**config.mk**
```make
export PLATFORM = sky130hd
export DESIGN_NAME = irom_arb
export DESIGN_NICKNAME = d
export VERILOG_FILES = /design/src/rtl/irom_arb_pkg.sv /design/src/rtl/irom_arb_pick.sv /design/src/rtl/irom_arb.sv
export SDC_FILE = /design/constraint.sdc
export NUM_CORES = 1
export LEC_CHECK = 0
export ABC_AREA = 1
export BUFFER_PORTS_ARGS = -buffer_cell sky130_fd_sc_hd__buf_4
export CELL_PAD_IN_SITES_DETAIL_PLACEMENT = 2
export CELL_PAD_IN_SITES_GLOBAL_PLACEMENT = 2
export CORE_MARGIN = 2
export CORE_UTILIZATION = 13
export CTS_CLUSTER_DIAMETER = 60
export CTS_CLUSTER_SIZE = 25
export DETAILED_ROUTE_END_ITERATION = 16
export PLACE_DENSITY_LB_ADDON = 0.15
export SLEW_MARGIN = 20
export SYNTH_ARGS = -nofsm -noshare
export SYNTH_HDL_FRONTEND = slang
export SYNTH_HIERARCHICAL = 1
export SYNTH_SLANG_ARGS = --single-unit
```
**constraint.sdc**
```tcl
create_clock -name clk -period 1.3 [get_ports clk]
set_clock_uncertainty 0.2 [all_clocks]
set_input_delay 0.195 -clock clk [delete_from_list [all_inputs] [get_ports clk]]
set_output_delay 0.195 -clock clk [all_outputs]
set_load 0.01 [all_outputs]
```
**src/rtl/irom_arb_pkg.sv**
```systemverilog
// irom_arb_pkg: shared definitions for the instruction-ROM arbiter.
//   state_e        : arbiter FSM encoding (ST_IDLE=1'b0, ST_BUSY=1'b1)
//   IROM_ARB_MAX_N : largest supported requester count
//   ptr_width()    : width of the round-robin pointer for a given N
package irom_arb_pkg;

  typedef enum logic {
    ST_IDLE = 1'b0,
    ST_BUSY = 1'b1
  } state_e;

  localparam int IROM_ARB_MAX_N = 8;

  // A pointer needs at least one bit even when N would need zero.
  function automatic int ptr_width(input int n);
    return (n > 1) ? $clog2(n) : 1;
  endfunction

endpackage

```
**src/rtl/irom_arb_pick.sv**
```systemverilog
// irom_arb_pick: combinational one-hot picker.
// Returns the first set bit of i_req at or after index i_ptr, wrapping from
// N-1 back to 0. With i_ptr tied to 0 this is plain lowest-index priority.
// Ports:
//   i_req   [N-1:0]  request vector
//   i_ptr   [PW-1:0] starting index for the search (must be < N)
//   o_grant [N-1:0]  one-hot winner, zero when i_req is zero
module irom_arb_pick
  import irom_arb_pkg::*;
#(
  parameter int N  = 2,
  parameter int PW = 1
) (
  input  logic [N-1:0]  i_req,
  input  logic [PW-1:0] i_ptr,
  output logic [N-1:0]  o_grant
);

  logic [2*N-1:0] w_req_dbl;
  logic [N-1:0]   w_rot;
  logic [N-1:0]   w_rot_pick;
  logic [2*N-1:0] w_pick_dbl;

  // Rotate right by the pointer so the search always starts at bit 0,
  // isolate the lowest set bit, then rotate the result back into place.
  assign w_req_dbl  = {i_req, i_req} >> i_ptr;
  assign w_rot      = w_req_dbl[N-1:0];
  assign w_rot_pick = w_rot & (~w_rot + N'(1));
  assign w_pick_dbl = {w_rot_pick, w_rot_pick} << i_ptr;
  assign o_grant    = w_pick_dbl[2*N-1:N];

endmodule

```
**src/rtl/irom_arb.sv**
```systemverilog
// irom_arb: Wishbone arbiter sharing one registered-read instruction ROM
// between N read-only requesters. Exactly one ROM cycle is in flight at a
// time; the ROM ack is routed to the granted requester only, read data is
// broadcast.
//
// Handshake: a requester holds req_cyc and a stable req_addr until it sees
// its req_ack bit; that single ack cycle carries valid req_rdata. Dropping
// req_cyc before the ack abandons the access: the ROM cycle still completes
// but no ack is delivered.
//
// Ports:
//   clk, rst_n  clock, synchronous active-low reset
//   req_addr    N*AW  requester word addresses, requester i at [i*AW +: AW]
//   req_cyc     N     cycle requests
//   req_ack     N     per-requester ack (one-hot or zero)
//   req_rdata   32    broadcast read data, valid with req_ack
//   rom_addr    AW    ROM address, held for the whole cycle, 0 when idle
//   rom_cyc     1     ROM cycle strobe (high while BUSY)
//   rom_rdata   32    ROM read data
//   rom_ack     1     ROM ack
//   grant       N     one-hot current owner, 0 when idle (FSM status)
//
// Build option: define IROM_ARB_RR_EN for round-robin arbitration; without
// it the lowest requesting index always wins.
module irom_arb
  import irom_arb_pkg::*;
#(
  parameter int N  = 2,
  parameter int AW = 8
) (
  input  logic            clk,
  input  logic            rst_n,
  input  logic [N*AW-1:0] req_addr,
  input  logic [N-1:0]    req_cyc,
  output logic [N-1:0]    req_ack,
  output logic [31:0]     req_rdata,
  output logic [AW-1:0]   rom_addr,
  output logic            rom_cyc,
  input  logic [31:0]     rom_rdata,
  input  logic            rom_ack,
  output logic [N-1:0]    grant
);

  localparam int PW = ptr_width(N);

  state_e        r_state;
  state_e        w_state_nxt;
  logic [N-1:0]  r_grant;
  logic [N-1:0]  w_grant_nxt;
  logic [AW-1:0] r_addr;
  logic [AW-1:0] w_addr_nxt;
  logic [N-1:0]  w_pick;
  logic [AW-1:0] w_sel_addr;
  logic [PW-1:0] w_ptr;

  irom_arb_pick #(
    .N  (N),
    .PW (PW)
  ) u_pick (
    .i_req   (req_cyc),
    .i_ptr   (w_ptr),
    .o_grant (w_pick)
  );

  // Address of the requester the picker would grant right now.
  always_comb begin
    w_sel_addr = '0;
    for (int i = 0; i < N; i++) begin
      if (w_pick[i]) begin
        w_sel_addr = w_sel_addr | req_addr[i*AW +: AW];
      end
    end
  end

`ifdef IROM_ARB_RR_EN
  // Pointer holds (last granted index + 1) mod N and moves on every grant.
  logic [PW-1:0] r_ptr;
  logic [PW-1:0] w_ptr_nxt;
  logic          w_start;

  assign w_start = (r_state == ST_IDLE) && (|req_cyc);

  always_comb begin
    w_ptr_nxt = '0;
    for (int i = 0; i < N; i++) begin
      if (w_pick[i]) begin
        w_ptr_nxt = (i == N - 1) ? '0 : PW'(i + 1);
      end
    end
  end

  always_ff @(posedge clk) begin
    if (!rst_n) begin
      r_ptr <= '0;
    end else if (w_start) begin
      r_ptr <= w_ptr_nxt;
    end
  end

  assign w_ptr = r_ptr;
`else
  assign w_ptr = '0;
`endif

  // Next-state logic. Grant and address are captured on entry to BUSY so
  // rom_addr cannot move while the ROM cycle is open.
  always_comb begin
    w_state_nxt = r_state;
    w_grant_nxt = r_grant;
    w_addr_nxt  = r_addr;
    case (r_state)
      ST_IDLE: begin
        if (|req_cyc) begin
          w_state_nxt = ST_BUSY;
          w_grant_nxt = w_pick;
          w_addr_nxt  = w_sel_addr;
        end
      end
      ST_BUSY: begin
        // rom_ack is the only way out; an aborted requester still waits
        // for the ROM to finish so no second cycle overlaps it.
        if (rom_ack) begin
          w_state_nxt = ST_IDLE;
          w_grant_nxt = '0;
          w_addr_nxt  = '0;
        end
      end
    endcase
  end

  always_ff @(posedge clk) begin
    if (!rst_n) begin
      r_state <= ST_IDLE;
      r_grant <= '0;
      r_addr  <= '0;
    end else begin
      r_state <= w_state_nxt;
      r_grant <= w_grant_nxt;
      r_addr  <= w_addr_nxt;
    end
  end

  assign rom_cyc   = (r_state == ST_BUSY);
  assign rom_addr  = r_addr;
  assign grant     = r_grant;
  // grant is zero in IDLE, so a stray ROM ack there reaches nobody.
  assign req_ack   = {N{rom_ack}} & r_grant & req_cyc;
  assign req_rdata = rom_rdata;

endmodule

```
# Word level (Yosys, flattened, before mapping)

Index checks and enable logic that the tools add are counted.

Output and inout port bits: 45
Flip-flop bits (word level): 11
Input port bits: 53
Word-level logic and storage cells: 25

Muxes and demuxes: 11
Eq/ne operators: 2
Add/subtract/negate cells: 1
Reduce and logical (&&, ||, !) cells: 2
Bitwise gates (word level): 6

Operator list:

| operator                                     | count |
|---|---|
| two-way mux 8 bit                            | 4 |
| one-hot mux 8 bit (2 select lines)           | 1 |
| OR 8 bit                                     | 1 |
| AND 2 bit                                    | 3 |
| two-way mux 2 bit                            | 2 |
| != test 2 bit (second input constant)        | 2 |
| one-hot mux 2 bit (2 select lines)           | 1 |
| adder 2 x 1 -> 2 bit (second input constant) | 1 |
| two-way mux 1 bit                            | 2 |
| NOT 2 bit                                    | 1 |
| one-hot mux 1 bit (2 select lines)           | 1 |
| AND reduction 2 bit                          | 1 |
| OR reduction 2 bit                           | 1 |
| NOT 1 bit                                    | 1 |

# Logic depth before layout (Yosys ltp)

Gate-level depths: netlist of the first run.

Depth in word-level cells: 8
Depth in mapped cells: 8
Gate-level depth less buffers: 7

# Cells and area by module

Netlist of the first run, hierarchy kept.

By module, submodules not included:

| module        | cells each | area each (µm²) | instances | seq. area each (µm²) |
|---|---|---|---|---|
| irom_arb      | 114        | 769.5           | 1         | 220.2 |
| irom_arb_pick | 5          | 20.0            | 1         | 0.0 |

# Worst setup path before layout of the first run

OpenSTA, ideal clock, no wires.

Path kind: register -> register
From: register r_state, in the netlist rom_cyc
To: register r_grant[0], in the netlist grant[0]
Arrival: 0.872 ns
Stages on the path, launching flop included: 5
Path slack: 0.155 ns
Buffers on the path: 0
Setup time: 0.072 ns
Clock period less this slack: 1.145 ns
Data required time: 1.028 ns
Cells stage by stage: dfxtp_1 inv_1 o21ai_2 nand3_1 a21oi_1

Cells in the longest elaborated chain, start to end: 3
Elaborated cells on any way between the ends: 5
Those cells by class: eq/ne (2); mux (1); bitwise (1); reduce/logical (1)

RTL lines:

| element                       | line            | source |
|---|---|---|
| start, declared               | irom_arb.sv:46  | `state_e r_state;` |
| start signal, assigned        | irom_arb.sv:137 | `r_state <= w_state_nxt;` |
| NOT 1 bit                     | -               |  |
| != test 2 bit (no line)       | -               |  |
| AND reduction 2 bit (no line) | -               |  |
| end signal, assigned          | irom_arb.sv:138 | `r_grant <= w_grant_nxt;` |
| end, declared                 | irom_arb.sv:48  | `logic [N-1:0] r_grant;` |

Several ways; a longest one is shown, not always the timed one.
A chain may end at the register's enable or synchronous reset.

# Worst setup path after layout of the first run

From: register r_state, in the netlist rom_cyc
To: output rom_cyc

RTL lines:

| element       | line           | source |
|---|---|---|
| end, declared | irom_arb.sv:38 | `output logic rom_cyc,` |

No word-level cell between the ends.

==> results of run 1 <==
==> worst max-delay path: cells and delay by family, from the launching register on <==
family | cells | cell delay (ns)
buffers and inverters | 2 | 0.29
DFF | 1 | 0.33
==> worst min path at each step <==
stage	from	to	slack [ns]
2_1_floorplan	rst_n	rom_cyc$_SDFF_PN0_	0.12
3_3_place_gp	rom_rdata[15]	req_rdata[15]	0.19
3_5_place_dp	rom_rdata[15]	req_rdata[15]	0.19
4_1_cts	rst_n	rom_cyc$_SDFF_PN0_	0.009
5_1_grt	rst_n	rom_cyc$_SDFF_PN0_	0.01
6_report	rst_n	rom_cyc$_SDFF_PN0_	0.002
==> registers in the layout (all words and copies together), names as in the netlist <==
signal / cells
grant: 2
rom_cyc: 1
rom_addr: 8
==> layer usage <==
layer / track usage [%] / vias up
met4: 6.33 / 0
met2: 12.1 / 30
met5: 0 / -
met3: 1.43 / 17
met1: 9.56 / 343
li1: - / 359
==> power breakdown <==
group	total (µW)	internal [µW]	switching (µW)	leakage (µW)
Combinational	257	127	130	0.000359
Clock	345	215	130	0.0000228
Sequential	380	363	16.9	0.0000913
Total	982	705	276	0.000474
==> cells by family after synthesis <==
family                 share of synthesized area, %
AND/OR/NAND/NOR                                28.7
buffers and inverters                          34.2
AO/OA/AOI/OAI                                  8.72
flip-flops                                     27.9
other                                         0.475
==> final cells by class <==
| cell class | count | area share [%] |
|---|---|---|
| inverter | 4 | 1.50 |
| clock buffer | 4 | 4.51 |
| sequential | 11 | 22.4 |
| multi-input combinational | 71 | 31.7 |
| tap | 75 | 9.39 |
| timing repair buffer | 39 | 30.5 |
==> per-stage QoR <==
stage | area, µm² | cells | worst slack [ns] | total power (µW)
CTS | 978 | 202 | 0.0118 | 991
floorplan | 793 | 120 | 0.155 | 586
global placement | 930 | 198 | -0.0474 | 633
detailed placement | 930 | 198 | -0.112 | 636
finish | 1000 | 204 | 0.0473 | 982
global route | 1000 | 204 | 0.00423 | 1060
==> placed cells by master (no fill, tap or decap), drive strengths merged <==
master	Yosys	layout
a21oi	12	12
dfxtp	11	11
clkbuf	0	4
clkinv	1	1
nand3	10	10
nor2	4	5
conb	1	2
inv	3	3
o21ai	1	1
nand2	41	41
buf	35	39
==> what timing repair did <==
| item | in CTS | in global routing |
|---|---|---|
| hold endpoints to repair | 0 | 0 |
| setup endpoints to repair | 2 | 8 |
| setup buffers | 0 | 1 |
| pin swaps | 1 | 2 |
| cloned | 0 | 1 |
| hold buffers | 0 | 0 |
| gates resized for setup | 2 | 4 |
==> out/metrics.yaml, run 1 <==
status:
  outcome: "completed"
setup_path:
  cp_common_cell: "buf_4"
  crit_type: "register to output port"
  endpoint: "rom_cyc"
  cp_data_arrival_time_ns: 0.86
  critPathMaxFanout: 3
  startpoint: "rom_cyc$_SDFF_PN0_"
  worstPathCellList: "buf_4 > buf_4"
  reg2reg_to: "rom_addr[4]$_SDFFE_PN0P_"
  max_stage_delay_ns: 0.33
  cp-start-kind: "register"
  cp_slowest_cell: "dfxtp_2"
  crit_path_end_kind: "output port"
  reg2reg_slack_ns: 0.09
  worstPathRequired_ns: 0.90
  r2r_start: "rom_cyc$_SDFF_PN0_"
  reg2reg_depth: 4
clock_tree:
  clock-sinks: 11
  cts_root_buffer: "clkbuf_8"
  cts_tree: "built"
  cts_buffer_depth: 2
  cts.htree.levels: 1
  path_clk_slew_ns: 0.05
  numCtsBuffers: 3
  clock_latency_ns: 0.24
power_and_ir_drop:
  leakage_uw: 0.000474
  power_density_mw_per_mm2: 982
  vdd_drop_max_v: 0.000227
synth:
  ys_types: 12
  netlist.area_leader.share_pct: 30.4
  synth.area.top_cells: "buf_4 30%, dfxtp_1 28%, nand2_1 19%"
  synth-main-ff-cell: "dfxtp_1"
  synth_most_common_cell: "nand2_1"
  synth_seq_cells: 11
  syn_avg_cell_area_um2: 6.63
  synthArstFlopShare_pct: 0
  yosysSeqAreaShare_pct: 27.9
  syn_area_um2: 790
  synth_edf_count: 0
  synth_commonest_cells: "41 x nand2_1, 32 x buf_4, 12 x a21oi_1, 11 x dfxtp_1, 10 x nand3_1"
  yosysTopAreaCell: "buf_4"
  yosys_warnings: 6
  synthCells: 119
global_routing:
  grt_pass1_vias: 776
  gr-total-overflow: 0
  gr-usage-all-layers_pct: 7.89
  antenna_found_initial: 0
  grt_pass1_wl_mm: 3.91
  grt_max_degree: 12
min_path:
  hp-class: "input pin to register"
  whs_path_depth: 3
timing:
  finalSetupTns_ns: 0
  fin_crit_sh_pct: 96.4
  timing.hold.ws_ns: 0.00195
  hold_viol: 0
  fmax_mhz: 798
  slew_viol_final: 0
  final-setup-viol-count: 0
  post-route-min-period_ns: 1.25
  rsz0062_at_grt: "true"
final_layout:
  nets: 183
  syn_to_final_growth_pct: 26.6
  drive_above_1_share_pct: 39.5
  fill_cells: 741
  layout.area.seq_um2: 224
  diodes: 0
  multi_input_area_um2: 317
  final_core_util_pct: 17.0
drt:
  detail-route-antenna-nets: 0
  routed-wl-met3_um: 170
  drt_iter0_markers: 32
  wire_per_inst_um: 13.2
  vias: 749
  top_layer: "met4"
  wl_met1_mm: 1.16
  drt-total-wl_mm: 2.69
  drc_errors: 0
  drt-pass1-iter-count: 4
  via_per_inst: 3.67
  wl_met2_mm: 1.26
placed_design:
  dp_hpwl_mm: 2.09
  place_congestion: 0.648
  port_buffers: 33
floorplan:
  die_area_mm2: 0.00671
  core_mm2: 0.00589
  fp.dieW_um: 81.9
  start_util_pct: 13.4
  io_pins: 98
  chipHeight_um: 81.9
  rows: 28
job:
  maxCapViolCount: 0
Note: power is estimated with default switching activity, not from simulation.
==> run 2: changes to the inputs <==
ABC_AREA = default   (was 1)
CAP_MARGIN = 20   (was default)
CORE_UTILIZATION = 14   (was 13)
HOLD_SLACK_MARGIN = 0.06   (was default)
==> run 2 against run 1 <==
Fmax shrank 0.17%. Highest routed layer unchanged. Sequential share of layout area shrank 0.41 points. Critical endpoint is now req_ack[1]. Sequential cell count is the same. Combinational power shrank 5%. Via count shrank 8.3%. Worst hold slack gained 0.073 ns. Die area shrank 4.7%. Power shrank 0.73%.
==> out/metrics.yaml, run 2 <==
synth:
  synthArstFlopShare_pct: 0  # unchanged
  yosys_warnings: 6  # unchanged
  yosysSeqAreaShare_pct: 27.2  # was 27.9%
  yosysTopAreaCell: "buf_4"  # unchanged
  synth_compound_area_share_pct: 26.3  # was 8.72%
  syn_avg_cell_area_um2: 8.42  # was 6.63 µm²
  yosys.area_share.adder_pct: 0  # unchanged
  synthSimpleGateAreaFrac_pct: 11.0  # was 28.7%
  synth_seq_cells: 11  # unchanged
  synthCells: 96  # was 119
  synth_top_family_by_area: "buffers and inverters"  # unchanged
  synth-main-ff-cell: "dfxtp_1"  # unchanged
  synthMuxAreaShare_pct: 0  # unchanged
  synth_most_common_cell: "buf_4"  # was nand2_1
  synth.area.top_cells: "buf_4 33%, dfxtp_1 27%, a22o_1 8.7%"  # was buf_4 30%, dfxtp_1 28%, nand2_1 19%
  netlist.area_leader.share_pct: 32.5  # was 30.4%
  synth_edf_count: 0  # unchanged
  ys_types: 18  # was 12
  synth_xor_area_share_pct: 0  # unchanged
  syn_area_um2: 808  # was 790 µm²
  synth_commonest_cells: "35 x buf_4, 11 x dfxtp_1, 10 x nand2_1, 8 x a21boi_1, 8 x a22o_1"  # was 41 x nand2_1, 32 x buf_4, 12 x a21oi_1, 11 x dfxtp_1, 10 x nand3_1
clock_tree:
  clock-sinks: 11  # unchanged
  numCtsBuffers: 3  # unchanged
  cts_buffer_depth: 2  # unchanged
  cts_tree: "built"  # unchanged
  cts.htree.levels: 1  # unchanged
  clock_latency_ns: 0.24  # about the same
  path_clk_slew_ns: 0.05  # about the same
  cts_root_buffer: "clkbuf_8"  # unchanged
placed_design:
  port_buffers: 33  # unchanged
  place_inst: 170  # was 198
  dp_hpwl_mm: 1.92  # was 2.09 mm
  place_congestion: 0.653  # was 0.648
power_and_ir_drop:
  pwr-share-comb_pct: 25.1  # was 26.1%
  power_switching_uw: 258  # was 276 µW
  clkPwrFrac_pct: 36.1  # was 35.1%
  power_density_mw_per_mm2: 957  # was 982 mW/mm²
  seq_power_share_pct: 38.8  # was 38.7%
  swShare_pct: 26.5  # was 28.2%
  leakage_uw: 0.000457  # was 0.000474 µW
  intPower_uw: 716  # was 705 µW
  vdd_drop_max_v: 0.000265  # was 0.000227 V
  p_total_uw: 974  # was 982 µW
drt:
  drc_errors: 0  # unchanged
  vias: 687  # was 749
  detail-route-antenna-nets: 0  # unchanged
  wire_per_inst_um: 15.1  # was 13.2 µm
  drt_iter0_markers: 5  # was 32
  drt-total-wl_mm: 2.65  # was 2.69 mm
  drt-pass1-iter-count: 2  # was 4
  via_per_inst: 3.90  # was 3.67
global_routing:
  grt_pass1_wl_mm: 4.02  # was 3.91 mm
  grt_max_degree: 15  # was 12
  antenna_found_initial: 0  # unchanged
  gr-total-overflow: 0  # unchanged
  gr-usage-all-layers_pct: 8.39  # was 7.89%
  grt_pass1_vias: 752  # was 776
final_layout:
  final_common_cell: "buf_4"  # was nand2_1
  final_cell_mix: "36 x buf_4, 10 x nand2_1, 8 x a22o_1, 8 x a21boi_1, 8 x dfxtp_1"  # was 39 x nand2_1, 38 x buf_4, 12 x a21oi_1
  nets: 158  # was 183
  largest_register_ffs: 8  # unchanged
  drive_above_1_share_pct: 46.2  # was 39.5%
  stdcell_count: 176  # was 204
  diodes: 0  # unchanged
  syn_to_final_growth_pct: 26.0  # was 26.6%
  fill_cells: 658  # was 741
setup_path:
  cp_data_arrival_time_ns: 0.86  # about the same
  worstPathCellList: "and3_1 > buf_4"  # was buf_4 > buf_4
  cp-start-kind: "register"  # unchanged
  critPathMaxFanout: 3  # unchanged
  crit_type: "register to output port"  # unchanged
  r2r_start: "rom_cyc$_SDFF_PN0_"  # unchanged
  reg2reg_depth: 4  # unchanged
  crit_path_end_kind: "output port"  # unchanged
  reg2reg_slack_ns: 0.11  # was 0.09 ns
  reg2reg_to: "rom_addr[7]$_SDFFE_PN0P_"  # was rom_addr[4]$_SDFFE_PN0P_
  cp_slowest_cell: "dfxtp_2"  # unchanged
  max_stage_delay_ns: 0.35  # was 0.33 ns
  worstPathRequired_ns: 0.90  # about the same
floorplan:
  rows: 27  # was 28
  die_area_mm2: 0.00640  # was 0.00671 mm²
  core_mm2: 0.00554  # was 0.00589 mm²
  io_pins: 98  # unchanged
  start_util_pct: 14.6  # was 13.4%
  chipHeight_um: 80.0  # was 81.9 µm
  fp.dieW_um: 80.0  # was 81.9 µm
timing:
  rsz0062_at_grt: "false"  # was true
  hold_viol: 0  # unchanged
  slew_viol_final: 0  # unchanged
  post-route-min-period_ns: 1.25  # about the same
  fin_crit_sh_pct: 96.5  # was 96.4%
  fmax_mhz: 797  # was 798 MHz
  final-setup-viol-count: 0  # unchanged
status:
  outcome: "completed"  # unchanged
min_path:
  hp-class: "input pin to register"  # unchanged
  min_from: "rst_n"  # unchanged
  whs_path_depth: 2  # was 3
  hold_path_end: "rom_cyc$_SDFF_PN0_"  # unchanged
job:
  maxCapViolCount: 0  # unchanged
-- run 2: kinds of logic after synthesis --
logic type,count (synthesis)
buffers and inverters,38
other,1
DFF,11
AOI/OAI and AO/OA,29
and+or+nand+nor,17
-- run 2: power groups by stage --
stage / Clock [µW] / Combinational (µW) / Sequential [µW]
after global routing: 385 / 271 / 382
after CTS: 371 / 245 / 378
after detailed placement: 0 / 239 / 384
final: 352 / 244 / 378
after global placement: 0 / 234 / 383
after floorplan: 0 / 196 / 390
-- run 2: routing by layer --
metal	global-route usage, %	part of all wire (%)	routed length, µm	vias to the layer above
met4	4.07	2.2	59	0
met3	2.60	10	268	14
met1	9.60	44	1160	318
met2	14.1	44	1170	44
met5	0	0	0	-
li1	-	-	-	311
-- run 2: cell type report --
type | instances | area, µm² | share of cell area (%)
clock buffers | 4 | 45.0 | 4.42
inverters | 1 | 3.75 | 0.369
repair buffers | 39 | 330 | 32.4
multi-input cells | 49 | 325 | 31.9
flip-flops and latches | 11 | 224 | 22.0
well taps | 72 | 90.1 | 8.85
-- run 2: through the flow --
step | setup WS, ns | setup TNS (ns) | util (%) | hold WS (ns) | area (µm²)
after CTS | 0.0282 | 0 | 18.1 | 0.0766 | 1000
after detailed placement | -0.119 | -0.729 | 17.1 | 0.190 | 946
final | 0.0452 | 0 | 18.4 | 0.0747 | 1020
after global routing | 0.00267 | 0 | 18.4 | 0.0885 | 1020
after floorplan | 0.0769 | 0 | - | 0.148 | 812
after global placement | -0.0740 | -0.483 | 17.1 | 0.190 | 946
-- run 2: how the worst max path moves through the flow --
stage	from	end	slack [ns]	depth (start not counted)
global placement	rom_cyc$_SDFF_PN0_	rom_addr[6]$_SDFFE_PN0P_	-0.07	3
floorplan	rom_cyc$_SDFF_PN0_	rom_cyc$_SDFF_PN0_	0.08	3
detailed placement	rom_cyc$_SDFF_PN0_	rom_addr[2]$_SDFFE_PN0P_	-0.12	3
global route	grant[1]$_SDFFE_PN0P_	req_ack[1]	0.003	2
finish	grant[1]$_SDFFE_PN0P_	req_ack[1]	0.05	2
CTS	grant[1]$_SDFFE_PN0P_	req_ack[1]	0.03	2
-- run 2: repair_timing --
item                                    in CTS  in global routing
hold buffers                                 0                  0
endpoints found under the setup margin      12                  4
buffers inserted                             0                  1
endpoints found under the hold margin        0                  0
gates resized for setup                      5                  1
cloned                                       0                  1
pin swaps                                    0                  0
-- run 2: critical path, delay by kind of cell (launching register included) --
kind          cells  cell delay (ns)
flops             1             0.35
simple gates      1             0.15
buf+inv           1             0.12
